<file path="config.mk">
export PLATFORM = sky130hd
export DESIGN_NAME = ei_axi_wr_arbiter
export DESIGN_NICKNAME = d
export VERILOG_FILES = /design/src/rtl/ei_axi_wr_arbiter.sv
export SDC_FILE = /design/constraint.sdc
export NUM_CORES = 1
export LEC_CHECK = 0
export CORE_MARGIN = 5
export CORE_UTILIZATION = 23
export DETAILED_ROUTE_END_ITERATION = 10
export PLACE_DENSITY = 0.8
export SYNTH_ARGS = -nofsm -noshare
export SYNTH_HDL_FRONTEND = slang
export SYNTH_SLANG_ARGS = --single-unit
</file>
<file path="constraint.sdc">
create_clock -name ACLK -period 1.39 [get_ports ACLK]
set_input_delay 0.278 -clock ACLK [delete_from_list [all_inputs] [get_ports ACLK]]
set_output_delay 0.278 -clock ACLK [all_outputs]
set_load 0.01 [all_outputs]
</file>
<file path="src/rtl/ei_axi_wr_arbiter.sv">
// ei_axi_wr_arbiter
//   Round-robin arbiter that shares one AXI write path (AW + W) among
//   NUM_MASTERS ei_axi masters in front of a single slave port. The grant is
//   held from the AW handshake until the last W beat, so bursts never
//   interleave. The burst end is always taken from a beat counter.
//
// Ports
//   ACLK, ARESETn       clock (rising edge), asynchronous active-low reset
//   M_AW*, M_W*         packed per-master AW/W channels, master i at slice i
//   M_AWREADY/M_WREADY  per-master readies; only the granted master sees one
//   S_AW*, S_W*         forwarded AW/W channel toward the slave
//   GRANT               index of the current owner
//   GRANT_VALID         high while a burst owns the path (ADDR and DATA)
//   ERR_WLAST           one-cycle pulse on a master WLAST mismatch
//
// Build option
//   EI_AXI_ARB_WLAST_GEN_EN  when defined, S_WLAST is regenerated from the
//   beat counter and ERR_WLAST flags masters whose WLAST disagrees; otherwise
//   the master's WLAST is passed through and ERR_WLAST is tied low.
module ei_axi_wr_arbiter #(
  parameter int NUM_MASTERS  = 2,
  parameter int DATA_WIDTH   = 32,
  parameter int ADRESS_WIDTH = 32,
  localparam int GW          = (NUM_MASTERS > 1) ? $clog2(NUM_MASTERS) : 1
) (
  input  logic                               ACLK,
  input  logic                               ARESETn,
  input  logic [NUM_MASTERS*ADRESS_WIDTH-1:0] M_AWADDR,
  input  logic [NUM_MASTERS*4-1:0]           M_AWLEN,
  input  logic [NUM_MASTERS*3-1:0]           M_AWSIZE,
  input  logic [NUM_MASTERS*2-1:0]           M_AWBURST,
  input  logic [NUM_MASTERS-1:0]             M_AWVALID,
  output logic [NUM_MASTERS-1:0]             M_AWREADY,
  input  logic [NUM_MASTERS*DATA_WIDTH-1:0]  M_WDATA,
  input  logic [NUM_MASTERS-1:0]             M_WLAST,
  input  logic [NUM_MASTERS-1:0]             M_WVALID,
  output logic [NUM_MASTERS-1:0]             M_WREADY,
  output logic [ADRESS_WIDTH-1:0]            S_AWADDR,
  output logic [3:0]                         S_AWLEN,
  output logic [2:0]                         S_AWSIZE,
  output logic [1:0]                         S_AWBURST,
  output logic                               S_AWVALID,
  input  logic                               S_AWREADY,
  output logic [DATA_WIDTH-1:0]              S_WDATA,
  output logic                               S_WLAST,
  output logic                               S_WVALID,
  input  logic                               S_WREADY,
  output logic [GW-1:0]                      GRANT,
  output logic                               GRANT_VALID,
  output logic                               ERR_WLAST
);

  localparam int NM = NUM_MASTERS;

  typedef enum logic [1:0] {IDLE, ADDR, DATA} state_t;

  state_t        state;
  logic [GW-1:0] rr_ptr;
  logic [3:0]    beat_cnt;
  logic [3:0]    len_q;

  logic [2*NM-1:0] req_dbl;
  logic [NM-1:0]   req_rot;
  logic [GW-1:0]   off;
  logic [GW:0]     pick_sum;
  logic [GW-1:0]   pick;
  logic            aw_hs;
  logic            w_hs;
  logic            last_beat;

  // Rotate the request vector so bit 0 is the master at rr_ptr; the lowest
  // set bit of the rotated vector is then the round-robin winner's offset.
  assign req_dbl = {M_AWVALID, M_AWVALID} >> rr_ptr;
  assign req_rot = req_dbl[NM-1:0];

  always_comb begin
    off = '0;
    for (int unsigned k = NM; k > 0; k--) begin
      if (req_rot[k-1]) off = GW'(k - 1);
    end
    pick_sum = {1'b0, rr_ptr} + {1'b0, off};
    if (pick_sum >= (GW+1)'(NM)) pick_sum = pick_sum - (GW+1)'(NM);
    pick = pick_sum[GW-1:0];
  end

  assign aw_hs     = (state == ADDR) && M_AWVALID[GRANT] && S_AWREADY;
  assign w_hs      = (state == DATA) && M_WVALID[GRANT] && S_WREADY;
  assign last_beat = (beat_cnt == len_q);

  always_ff @(posedge ACLK or negedge ARESETn) begin
    if (!ARESETn) begin
      state    <= IDLE;
      rr_ptr   <= '0;
      GRANT    <= '0;
      beat_cnt <= '0;
      len_q    <= '0;
    end else begin
      case (state)
        IDLE: begin
          if (|M_AWVALID) begin
            GRANT <= pick;
            state <= ADDR;
          end
        end
        ADDR: begin
          if (aw_hs) begin
            len_q    <= M_AWLEN[GRANT*4 +: 4];
            beat_cnt <= '0;
            state    <= DATA;
          end
        end
        DATA: begin
          if (w_hs) begin
            if (last_beat) begin
              state    <= IDLE;
              beat_cnt <= '0;
              // The master that just finished drops to lowest priority.
              if (GRANT == GW'(NM - 1)) rr_ptr <= '0;
              else                      rr_ptr <= GRANT + 1'b1;
            end else begin
              beat_cnt <= beat_cnt + 4'd1;
            end
          end
        end
        default: state <= IDLE;
      endcase
    end
  end

  always_comb begin
    M_AWREADY   = '0;
    M_WREADY    = '0;
    S_AWADDR    = '0;
    S_AWLEN     = '0;
    S_AWSIZE    = '0;
    S_AWBURST   = '0;
    S_AWVALID   = 1'b0;
    S_WDATA     = '0;
    S_WLAST     = 1'b0;
    S_WVALID    = 1'b0;
    GRANT_VALID = (state != IDLE);
    case (state)
      ADDR: begin
        S_AWADDR         = M_AWADDR[GRANT*ADRESS_WIDTH +: ADRESS_WIDTH];
        S_AWLEN          = M_AWLEN[GRANT*4 +: 4];
        S_AWSIZE         = M_AWSIZE[GRANT*3 +: 3];
        S_AWBURST        = M_AWBURST[GRANT*2 +: 2];
        S_AWVALID        = M_AWVALID[GRANT];
        M_AWREADY[GRANT] = S_AWREADY;
      end
      DATA: begin
        S_WDATA         = M_WDATA[GRANT*DATA_WIDTH +: DATA_WIDTH];
        S_WVALID        = M_WVALID[GRANT];
        M_WREADY[GRANT] = S_WREADY;
`ifdef EI_AXI_ARB_WLAST_GEN_EN
        S_WLAST         = last_beat;
`else
        S_WLAST         = M_WLAST[GRANT];
`endif
      end
      default: ;
    endcase
  end

`ifdef EI_AXI_ARB_WLAST_GEN_EN
  assign ERR_WLAST = w_hs && (M_WLAST[GRANT] != last_beat);
`else
  assign ERR_WLAST = 1'b0;
`endif

endmodule
</file>
# Word level (Yosys, flattened, before mapping)
# Cells that the tools add are included.
[totals]
ff_bits = 12
inputBits = 156
elab_cells = 73
[classes]
addsub = 4
multipliers = 1
magnitude_cmp = 3
eq_ne = 7
n_shift = 6
n_mux = 31
bitwise_logic = 2
reduce_logical = 14
[op_table]
columns = ["op", "count"]
rows = [
  ["$shiftx 64x7->32", 2],
  ["$mux 32", 2],
  ["$mux 4", 4],
  ["$mux 1", 14],
  ["$mux 2", 7],
  ["$ne 2x2->1 const B", 4],
  ["$pmux 4 s2", 1],
  ["$shiftx 8x4->4", 1],
  ["$pmux 2 s3", 1],
  ["$reduce_and 3->1", 2],
  ["$shiftx 6x4->3", 1],
  ["$logic_and 1x1->1", 5],
  ["$add 4x1->4 const B", 1],
  ["$and 2x2->2", 2],
  ["$eq 4x4->1", 1],
  ["$reduce_and 2->1", 2],
  ["$reduce_and 4->1", 1],
  ["$reduce_bool 2->1", 2],
  ["$shiftx 4x3->2", 1],
  ["$shr 4x1->2", 1],
  ["$mul 1x2->3 const B", 1],
  ["$mux 3", 1],
  ["$add 1x1->2", 1],
  ["$eq 2x1->1 const B", 1],
  ["other kinds (9)", 9],
]

# Longest topological paths before layout
[depth]
ltp_word = 6
ltp_mapped = 5
depth_no_buf = 4

# Worst setup path after synthesis
# OpenSTA, ideal clock, no wires.
[synth_path]
kind = "reg2out"
startpoint = "register GRANT"
endpoint = "output port S_AWADDR[14]"
arrival_time_ns = 1.312
path_slack_ns = -0.200
path_stages_with_launch = 6
path_cell_list = "dfrtp_1 > buf_2 > buf_4 > buf_2 > mux2i_1 > nor2_1"
[synth_between]
elab_chain_len = 2
[synth_rtl]
columns = ["item", "line", "rtl"]
rows = [
  ["start: declaration", "48", "output logic [GW-1:0] GRANT,"],
  ["start signal: assignment", "101", "GRANT <= pick;"],
  ["$shiftx 64x7->32", "144", "S_AWADDR = M_AWADDR[GRANT*ADRESS_WIDTH +: ADRESS_WIDTH];"],
  ["$mux 32", "142", "case (state)"],
  ["end: declaration", "38", "output logic [ADRESS_WIDTH-1:0] S_AWADDR,"],
]
# Every way passes these cells.

# Worst setup path after layout
[layout_path]
startpoint = "register GRANT"
endpoint = "output port S_AWLEN[0]"
[layout_between]
elab_chain_len = 2
[layout_rtl]
columns = ["item", "line", "rtl"]
rows = [
  ["$shiftx 8x4->4", "145", "S_AWLEN = M_AWLEN[GRANT*4 +: 4];"],
  ["$mux 4", "142", ""],
  ["end: declaration", "39", "output logic [3:0] S_AWLEN,"],
]
# Every way passes these cells.

==> results.py <==
metrics = {
    "clock_network": {
        "cts-hold-fix-buffers": 0,
        "cts-root-buf": "clkbuf_8",
        "cts_tree": "yes",
        "clk_latency_ns": 0.24,
        "clock-sinks": 12,
        "max-clock-path-buffers": 2,
        "ctsHtreeMaxLevel": 1,
        "clkTransAtPathRegs_ns": 0.05,
        "cts_buffers": 3,
    },
    "placed_design": {
        "postPlaceCellArea_um2": 4450,
        "place_congestion": 0.852,
        "dp_cells": 584,
        "post-dp-hpwl_um": 7800,
        "io_buffers": 237,
    },
    "sta": {
        "period_needed_ns": 1.77,
        "rsz0062_at_grt": "true",
        "fmax_ghz": 0.566,
        "setup_viol": 91,
        "timing.final.ws_setup_ns": -0.377,
        "hold_viol": 0,
        "fin_worst_skew_ns": 0.00511,
        "holdWs_ns": 0.270,
        "fin_crit_sh_pct": 127,
        "final_max_slew_viol_count": 0,
    },
    "worst_setup_path": {
        "crit_arrival_ns": 1.49,
        "start_kind": "register",
        "crit_type": "register to output port",
        "cp-end-kind": "output port",
        "cp.required_ns": 1.11,
        "cp_max_fo": 8,
    },
    "cells_and_area": {
        "drive_above_1_share_pct": 29.3,
        "diodes": 0,
        "fin_util_pct": 58.9,
        "final_cell_mix": "155 x clkdlybuf4s50_1, 86 x nor2_1, 81 x buf_2",
        "fin_nets": 659,
        "areaGrowthSynthToFinish_pct": 153,
        "layout_commonest_cell": "clkdlybuf4s50_1",
        "final_cells": 603,
        "fin_area_um2": 4510,
    },
    "global_route": {
        "grt_pass1_vias": 2895,
        "grt_max_degree": 43,
        "grt_antenna_before_repair": 0,
        "grt_pass1_wl_um": 14800,
        "grt-ovfl-total": 0,
        "grt_use_total_pct": 18.7,
    },
    "logic_synthesis": {
        "syn-num-nets": 394,
        "syn-cell-area_um2": 1780,
        "synth_seq_cells": 12,
        "synth_sequential_area_ratio_pct": 16.8,
        "postSynthCellCount": 237,
        "ys_warn_count": 0,
        "synth.distinct_cells": 33,
        "avgSynthCellArea_um2": 7.52,
    },
    "die": {
        "die-area_um2": 9610,
        "die_h_um": 98.0,
        "rows": 32,
        "core_area_um2": 7650,
        "ios": 239,
        "die_x_um": 98.0,
        "start_util_pct": 23.3,
    },
    "drt": {
        "vias": 2702,
        "drt_iter0_markers": 50,
        "postRouteAntennaNets": 0,
        "dr.pass1.iters": 4,
        "drc": 0,
        "avgRoutedWirePerCell_um": 16.1,
        "drt-total-wl_um": 9700,
        "routed_via_density": 4.48,
    },
    "worst_hold_path": {
        "hold_class": "primary input to asynchronous set/reset pin",
    },
    "outcome": {
        "violations": "setup timing",
        "status": "finished, violations left",
    },
    "flow_run": {
        "cap_violations": 0,
    },
    "power": {
        "power_leakage_uw": 0.00217,
        "ir_drop_mv": 0.892,
        "power_uw": 7140,
        "power_density_nw_per_um2": 1580,
    },
}
## cell usage after synthesis (all sizes together)
master	number	share of area (%)
a21boi	1	0.42
o22ai	3	1.8
nor2	88	19
buf	11	3.4
a21oi	5	1.4
ha	1	0.70
nand4	2	0.70
xnor2	4	2.0
mux2i	77	44
nand3	2	0.84
nor3	1	0.28
clkbuf	8	1.7
nand3b	2	0.84
nand2b	2	0.70
and3	1	0.35
nor3b	1	0.42
and2b	1	0.42
mux2	1	0.63
a2bb2oi	1	0.49
inv	5	1.1
conb	1	0.21
a31oi	1	0.35
o21ai	1	0.28
nand2	3	0.63
o31ai	1	0.70
dfrtp	12	17
o32ai	1	0.49
## routing by layer
metal,global-route usage (%),vias to the layer above,share of wire (%)
li1,-,1334,-
met1,19.1,1190,37
met2,35.7,161,50
met3,6.93,17,11
met4,4.69,0,1.9
met5,0,-,0
## where the power goes
| group | internal [uW] | switching (uW) | total (uW) |
|---|---|---|---|
| registers | 499 | 140 | 639 |
| logic | 3380 | 2790 | 6170 |
| clock network | 202 | 129 | 331 |
| total | 4080 | 3060 | 7140 |
## registers in the layout (all words and copies together) (netlist names)
signal / flops
beat_cnt: 4
len_q: 4
state: 2
GRANT: 1
rr_ptr: 1
## final timing paths
kind,start,to,slack [ns],cells past startpoint
worst max-delay path,GRANT$_DFFE_PN0P_,S_AWLEN[0],-0.38,5
worst min-delay path,ARESETn,state[1]$_DFFE_PN0P_,0.27,1
worst max register to register,GRANT$_DFFE_PN0P_,beat_cnt[3]$_DFFE_PN0P_,-0.37,7
worst min register to register,len_q[2]$_DFFE_PN0P_,len_q[2]$_DFFE_PN0P_,0.53,2
max in group asynchronous,ARESETn,beat_cnt[0]$_DFFE_PN0P_,0.72,2
min in group ACLK,len_q[2]$_DFFE_PN0P_,len_q[2]$_DFFE_PN0P_,0.53,2
## worst max-delay path, cell delays in order (launching register included)
cell     delay, ns
dfrtp_4       0.52
buf_12        0.16
buf_16        0.15
mux2i_4       0.19
nor2_1        0.09
buf_2         0.13
## logic make-up (layout without fill, tap and decap cells)
logic type      after synthesis  in the layout  synth area share (%)
mux                          78             78                  44.3
xor+xnor                      4              4                  1.96
compound gates               14             14                  5.96
fa+ha+maj                     1              1                 0.702
simple gates                103            103                  23.9
flops                        12             12                  16.8
other cells                   1              1                 0.210
buf+inv                      24            288                  6.18
## through the flow
step	TNS, ns	setup WS, ns
5_1_grt	-32.36	-0.461
2_1_floorplan	-0.0216	-0.0108
4_1_cts	-27.13	-0.374
3_3_place_gp	-33.07	-0.464
6_report	-26.30	-0.377
3_5_place_dp	-34.69	-0.471
## layout make-up
class | instances | area (um^2)
tap | 102 | 128
multi-input combinational | 201 | 1470
timing repair buffer | 279 | 2540
sequential | 12 | 305
inverter | 5 | 18.8
clock buffer | 4 | 45.0
fill | 690 | 3140
## repair_timing
| action | CTS | global route |
|---|---|---|
| gates cloned | 3 | 4 |
| pin swaps | 8 | 9 |
| endpoints found under the setup margin | 92 | 92 |
| buffers inserted | 9 | 2 |
| resized for setup | 351 | 20 |
Note: power is estimated with default switching activity, not from simulation.
